`src/rtl/abh_pkg.sv`:
```
// abh_pkg: shared definitions for the 65C02 address-bus-high stage.
// ADH op encodings, fix-up FSM state, fixed page numbers and an op
// classifier used by the page-cross fix-up logic.
// Optional feature macro: ABH_PAGE_FIX_EN (enables the fix-up FSM).
package abh_pkg;

  // ADH operation encodings; 4'h9..4'hF behave as ABH_HOLD.
  localparam logic [3:0] ABH_HOLD = 4'h0;
  localparam logic [3:0] ABH_PC   = 4'h1;
  localparam logic [3:0] ABH_INC  = 4'h2;
  localparam logic [3:0] ABH_ZP   = 4'h3;
  localparam logic [3:0] ABH_STK  = 4'h4;
  localparam logic [3:0] ABH_VEC  = 4'h5;
  localparam logic [3:0] ABH_ABS  = 4'h6;
  localparam logic [3:0] ABH_IND  = 4'h7;
  localparam logic [3:0] ABH_BRA  = 4'h8;

  // Fixed high-address pages.
  localparam logic [7:0] ZP_PAGE  = 8'h00;
  localparam logic [7:0] STK_PAGE = 8'h01;
  localparam logic [7:0] VEC_PAGE = 8'hFF;

  // Fix-up correction amounts (mod 256).
  localparam logic [7:0] DELTA_INC = 8'h01;
  localparam logic [7:0] DELTA_DEC = 8'hFF;

  // Fix-up FSM: RUN is normal operation, FIX is the inserted
  // correction cycle after a page cross.
  typedef enum logic {
    RUN = 1'b0,
    FIX = 1'b1
  } abh_state_e;

  // How an op participates in page-cross detection.
  //   CLS_NONE : never needs a correction
  //   CLS_ADDR : ABS/IND, cross when the ADL carry is set
  //   CLS_BRA  : relative branch, cross when carry differs from sign
  typedef enum logic [1:0] {
    CLS_NONE = 2'd0,
    CLS_ADDR = 2'd1,
    CLS_BRA  = 2'd2
  } op_class_e;

  function automatic op_class_e op_class(input logic [3:0] op_in);
    op_class_e cls;
    cls = CLS_NONE;
    case (op_in)
      ABH_ABS,
      ABH_IND: cls = CLS_ADDR;
      ABH_BRA: cls = CLS_BRA;
      default: cls = CLS_NONE;
    endcase
    return cls;
  endfunction

endpackage

```
`src/rtl/abh_fixup.sv`:
```
// abh_fixup: page-cross fix-up FSM and correction (delta) register.
// Only instantiated when ABH_PAGE_FIX_EN is defined.
//
// A page cross is detected combinationally in RUN; fix_o is raised in that
// same cycle and, when rdy is high, the FSM moves to FIX for exactly one
// enabled cycle while delta_q remembers whether the correction is +1 or -1.
// The current state is exported on state_o so it can be observed directly.
module abh_fixup
  import abh_pkg::*;
(
  input  logic       clk,
  input  logic       rst,
  input  logic       rdy,
  input  op_class_e  op_cls_i,
  input  logic       ci_i,
  input  logic       neg_i,
  output abh_state_e state_o,
  output logic [7:0] delta_o,
  output logic       fix_o
);

  abh_state_e state_q;
  logic [7:0] delta_q;
  logic       need_fix;
  logic       dec_fix;

  // Page-cross detection: ABS/IND cross on carry, branches cross when the
  // low-byte carry disagrees with the offset sign.
  always_comb begin
    need_fix = 1'b0;
    dec_fix  = 1'b0;
    case (op_cls_i)
      CLS_ADDR: need_fix = ci_i;
      CLS_BRA: begin
        need_fix = ci_i ^ neg_i;
        dec_fix  = neg_i & ~ci_i;
      end
      default: need_fix = 1'b0;
    endcase
  end

  // fix is only requested from RUN; in FIX the op is ignored.
  assign fix_o   = (state_q == RUN) && need_fix;
  assign state_o = state_q;
  assign delta_o = delta_q;

  // FSM and delta register; everything freezes while rdy is low.
  always_ff @(posedge clk or posedge rst) begin
    if (rst) begin
      state_q <= RUN;
      delta_q <= DELTA_INC;
    end else if (rdy) begin
      case (state_q)
        RUN: begin
          if (need_fix) begin
            state_q <= FIX;
            delta_q <= dec_fix ? DELTA_DEC : DELTA_INC;
          end
        end
        FIX: begin
          state_q <= RUN;
        end
      endcase
    end
  end

endmodule

```
`src/rtl/abh.sv`:
```
// abh: Address Bus High stage of the 65C02 datapath.
// Produces the combinational next high address ADH, the registered ABH,
// the program counter high byte PCH and the page-cross request fix.
// Optional feature macro: ABH_PAGE_FIX_EN
//   defined   : page-crossing ABS/IND/BRA addresses take one extra cycle;
//               the uncorrected page is issued first and fixed next cycle.
//   undefined : the ADL carry is always applied in the same cycle and
//               fix is tied low.
module abh
  import abh_pkg::*;
(
  input  logic       clk,
  input  logic       rst,
  input  logic       rdy,
  input  logic       CI,
  input  logic       neg,
  input  logic [7:0] DB,
  input  logic [3:0] op,
  input  logic       ld_ahh,
  input  logic       ld_pc,
  input  logic       pcl_co,
  output logic [7:0] ADH,
  output logic [7:0] ABH,
  output logic [7:0] PCH,
  output logic       fix
);

  logic [7:0] abh_q;
  logic [7:0] pch_q;
  logic [7:0] ahh_q;
  logic [7:0] adh_d;
  logic [7:0] pch_d;
  logic [7:0] carry8;
  logic [7:0] adh_full;

  assign carry8 = {7'd0, CI};

  // ADH as listed by op with the carry applied in the same cycle.
  always_comb begin
    adh_full = abh_q;
    case (op)
      ABH_HOLD: adh_full = abh_q;
      ABH_PC:   adh_full = pch_q;
      ABH_INC:  adh_full = abh_q + carry8;
      ABH_ZP:   adh_full = ZP_PAGE;
      ABH_STK:  adh_full = STK_PAGE;
      ABH_VEC:  adh_full = VEC_PAGE;
      ABH_ABS:  adh_full = DB + carry8;
      ABH_IND:  adh_full = ahh_q + carry8;
      ABH_BRA:  adh_full = abh_q + {8{neg}} + carry8;
      default:  adh_full = abh_q;
    endcase
  end

`ifdef ABH_PAGE_FIX_EN
  abh_state_e fix_state;
  logic [7:0] fix_delta;
  logic       fix_req;
  op_class_e  op_cls;

  assign op_cls = op_class(op);

  abh_fixup u_fixup (
    .clk      (clk),
    .rst      (rst),
    .rdy      (rdy),
    .op_cls_i (op_cls),
    .ci_i     (CI),
    .neg_i    (neg),
    .state_o  (fix_state),
    .delta_o  (fix_delta),
    .fix_o    (fix_req)
  );

  // Page-cross handling: on detection issue the page the address started
  // in (DB for ABS, AHH for IND, current ABH for a branch) and correct it
  // by delta in the following FIX cycle, whatever op is then presented.
  always_comb begin
    adh_d = adh_full;
    if (fix_state == FIX) begin
      adh_d = abh_q + fix_delta;
    end else if (fix_req) begin
      case (op)
        ABH_ABS: adh_d = DB;
        ABH_IND: adh_d = ahh_q;
        default: adh_d = abh_q;
      endcase
    end
  end

  assign fix = fix_req;
`else
  assign adh_d = adh_full;
  assign fix   = 1'b0;
`endif

  assign ADH = adh_d;

  // PCH increments off the registered ABH, wrapping FF -> 00.
  assign pch_d = abh_q + {7'd0, pcl_co};

  // Address, program counter and AHH hold registers; rdy low freezes all.
  always_ff @(posedge clk or posedge rst) begin
    if (rst) begin
      abh_q <= 8'h00;
      pch_q <= 8'h00;
      ahh_q <= 8'h00;
    end else if (rdy) begin
      abh_q <= adh_d;
      if (ld_pc) begin
        pch_q <= pch_d;
      end
      if (ld_ahh) begin
        ahh_q <= DB;
      end
    end
  end

  assign ABH = abh_q;
  assign PCH = pch_q;

endmodule

```
`config.mk`:
```
export PLATFORM = sky130hd
export DESIGN_NAME = abh
export DESIGN_NICKNAME = d
export VERILOG_FILES = /design/src/rtl/abh_pkg.sv /design/src/rtl/abh_fixup.sv /design/src/rtl/abh.sv
export SDC_FILE = /design/constraint.sdc
export NUM_CORES = 1
export LEC_CHECK = 0
export ABC_CLOCK_PERIOD_IN_PS = 2800
export BUFFER_PORTS_ARGS = -buffer_cell sky130_fd_sc_hd__buf_2
export CORE_MARGIN = 5
export CORE_UTILIZATION = 55
export DETAILED_ROUTE_END_ITERATION = 10
export HOLD_SLACK_MARGIN = 0.06
export PLACE_DENSITY_LB_ADDON = 0.12
export SLEW_MARGIN = 25
export SYNTH_ARGS = -nofsm -noshare
export SYNTH_HDL_FRONTEND = slang
export SYNTH_SLANG_ARGS = --single-unit
export TNS_END_PERCENT = 20
```
`constraint.sdc`:
```
create_clock -name clk -period 2.8 [get_ports clk]
set_input_delay 0.28 -clock clk [delete_from_list [all_inputs] [get_ports clk]]
set_output_delay 0.28 -clock clk [all_outputs]
set_load 0.05 [all_outputs]
```
==> impl_metrics.csv <==
group,metric,value,unit
power_and_ir_drop,clkPwrFrac,11.7,%
timing,layout_setup_ws,-0.115,ns
setup_path,max_stage_delay,0.49,ns
global_route,grt_usage,22.8,%
setup_path,critPathRequiredTime,2.52,ns
setup_path,r2r_cells,9,
floorplan,dieArea,5310,um^2
synthesis,async_flop_share,100,%
synthesis,synth_top_area_share,27.6,%
timing,whs,0.0705,ns
drt,wl,5690,um
status,status,"finished, violations left",
clocking,htree_levels,1,
drt,drc,0,
drt,via_count,2067,
synthesis,ys_types,47,
drt,ant_nets,0,
cells_and_area,antenna_cells,0,
global_route,grt_first_pass_wirelength,9470,um
power_and_ir_drop,switchingPower,893,uW
floorplan,floorplan.initialDensity,58.1,%
setup_path,cp_max_fo,2,
floorplan,core_area,3740,um^2
clocking,cts_root_buf,"clkbuf_8",
place,gp_congestion,0.906,
floorplan,num_rows,22,
cells_and_area,area_growth,18.6,%
cells_and_area,final_nets,339,
power_and_ir_drop,seqPwrFrac,28.2,%
global_route,grt_pass1_vias,1948,
synthesis,synth_flop_cell,"dfrtp_1",
timing,fmax,343,MHz
drt,top_layer_used,"met4",
status,violations,"setup timing",
setup_path,path_class,"reg -> out",
run,cap_violations,0,
global_route,antenna_found_initial,0,
synthesis,netlist_area,2170,um^2
setup_path,cp-end-kind,"primary output",
cells_and_area,multiInputGateArea,1500,um^2
clocking,clock_latency,0.27,ns
power_and_ir_drop,ir_drop,0.426,mV
drt,viasPerCell,5.86,
setup_path,critical_path.top_delay_family,"compound AO/OA/AOI/OAI gates",
synthesis,synth_edf_count,0,
clocking,cts_hold_buf,0,
synthesis,ys_seq_area_share,27.6,%
timing,setup_tns,-0.115,ns
setup_path,crit_chain,"fa_2 > inv_2 > fa_2 > nor2b_2 > o31a_1 > or4b_4 > a21oi_2 > a311oi_2 > a21oi_4 > buf_6",
setup_path,rr_startpoint,"ABH[0]$_DFFE_PP0P_",
place,io_buffers,43,
synthesis,syn_avg_cell_area,8.33,um^2
drt,drt_iter0_markers,121,
timing,max_slew.worst_pin.slew,0.875,ns
cells_and_area,final_layout_size_suffix_gt1_share,29.8,%
timing,hold_viol,0,
floorplan,die_h,72.9,um
synthesis,synth.most_common_cell,"nor2_1",
setup_path,rrSetupSlack,0.49,ns
timing,fin_worst_skew,0.00669,ns
synthesis,ys_top_cells_by_count,"32 x nor2_1, 24 x dfrtp_1, 19 x a21oi_1",
power_and_ir_drop,combPwrFrac,60.1,%
floorplan,ioPinCount,45,
drt,wl_met1,2620,um
power_and_ir_drop,p_sw_share,49.8,%
cells_and_area,seqCellArea,602,um^2
drt,wl_met2,2580,um
clocking,cts_buffers,3,
clocking,clk_path_buf_depth,2,
clocking,cts.clk_slew.worst_paths,0.09,ns
setup_path,worst_r2r_endpoint,"ABH[6]$_DFFE_PP0P_",
setup_path,critical_path_arrival,2.63,ns
setup_path,cpMaxStageDelayCell,"or4b_4",
drt,wire_per_inst,16.1,um
setup_path,path_depth,10,
power_and_ir_drop,p_per_area,695,nW/um^2
global_route,grt_max_degree,25,
timing,drv_slew,0,
drt,wl_met3,424,um
place,dp_hpwl,4450,um
timing,maxSlewHeadroom,41.3,%
setup_path,cp_num_buf_inv,2,
clocking,clock_sinks,24,
synthesis,ys_warn_count,0,
setup_path,startpoint_type,"flop",
floorplan,fp.dieW,72.9,um
drt,dr.pass1.iters,4,
global_route,grt-ovfl-total,0,
timing,setup_viol,1,
power_and_ir_drop,internal-power,900,uW
synthesis,syn_inst,261,
timing,period_needed,2.91,ns
synthesis,yosys.area.top_type,"dfrtp_1",
synthesis,syn-num-nets,293,
setup_path,path_common_cell,"fa_2",
synthesis,synth-seq-cells,24,
synthesis,synthTopCellsByArea,"dfrtp_1 28%, mux2_2 7.8%, ha_1 5.8%, nor2_1 5.5%, a21oi_1 4.4%",
power_and_ir_drop,p_leak,0.00114,uW
timing,rsz0062_at_grt,"true",
setup_path,crit_start,"ABH[0]$_DFFE_PP0P_",
timing,finalCritPeriodShare,104,%
clocking,cts_tree,"built",
min_path,hold_class,"in -> async",
cells_and_area,n_fill_cell,331,
how the worst max path moves through the flow:
stage | end | slack [ns]
3_5_place_dp | ADH[6] | -0.04
3_3_place_gp | ADH[6] | -0.01
4_1_cts | ADH[6] | -0.12
2_1_floorplan | ADH[6] | -0.17
6_report | ADH[6] | -0.11
5_1_grt | ADH[6] | -0.23
per-stage QoR:
| step | worst slack (ns) | instances | instance area, um^2 | total power, uW | util [%] |
|---|---|---|---|---|---|
| 2_1_floorplan | -0.169 | 261 | 2190 | 1270 | - |
| 4_1_cts | -0.119 | 352 | 2550 | 1770 | 68.0 |
| 3_5_place_dp | -0.0366 | 349 | 2480 | 1540 | 66.2 |
| 6_report | -0.115 | 353 | 2580 | 1790 | 68.9 |
| 3_3_place_gp | -0.0127 | 349 | 2480 | 1530 | 66.2 |
| 5_1_grt | -0.228 | 353 | 2580 | 1910 | 68.9 |
final cells by class:
type	instances	share of cell area, %
multi-input cells	211	58.0
clock buffers	3	1.60
flip-flops and latches	24	23.3
inverters	8	1.16
repair buffers	59	13.6
well taps	48	2.33
metal layers:
metal  vias to the layer above  GRT usage [%]
li1                       1023              -
met1                       964           33.3
met2                        72           35.5
met3                         8           2.89
met4                         0           5.94
met5                         -              0
power by group through the flow:
| stage | Combinational, uW | Clock (uW) | Sequential, uW |
|---|---|---|---|
| after global routing | 1170 | 226 | 518 |
| after CTS | 1050 | 215 | 503 |
| after global placement | 1020 | 0 | 506 |
| after detailed placement | 1030 | 0 | 510 |
| final | 1080 | 210 | 505 |
| after floorplan | 549 | 0 | 717 |
registers in the layout, indices dropped and copies added, names as in the netlist:
register,cells
ABH,8
PCH,8
ahh_q,8
cell families (layout without fill, tap and decap cells):
logic type               count (synthesis)  after routing  synth area share, %
AO/OA/AOI/OAI                           69             69                 20.1
XOR/XNOR                                16             16                 6.44
adder cells (fa/ha/maj)                 12             12                 7.60
buffers and inverters                   26             70                 5.98
flip-flops                              24             24                 27.6
multiplexers                            23             23                 11.4
other                                    1              1                0.172
AND/OR/NAND/NOR                         90             90                 20.6
what timing repair did:
item	4_1_cts	5_1_grt
endpoints found under the hold margin	0	0
pin swaps	2	3
gates resized for setup	9	6
setup buffers	0	1
setup endpoints to repair	3	3
placed cells by master, fill, tap and decap left out, types with 4 or more instances in the layout:
cell type and instances:
o21a_1 4, mux2i_1 8, nand3_1 8, nand2b_1 4, nor2_1 32, nand3b_1 4, o21ai_0 18, ha_1 10
mux2_2 15, nor2b_1 4, xnor2_1 7, o22ai_1 5, nand2_1 18, buf_2 40, dfrtp_1 23, and3_1 4
inv_1 6, a21oi_1 17, buf_4 17, xor2_1 9
No activity file was read; power rests on OpenSTA's default activity.
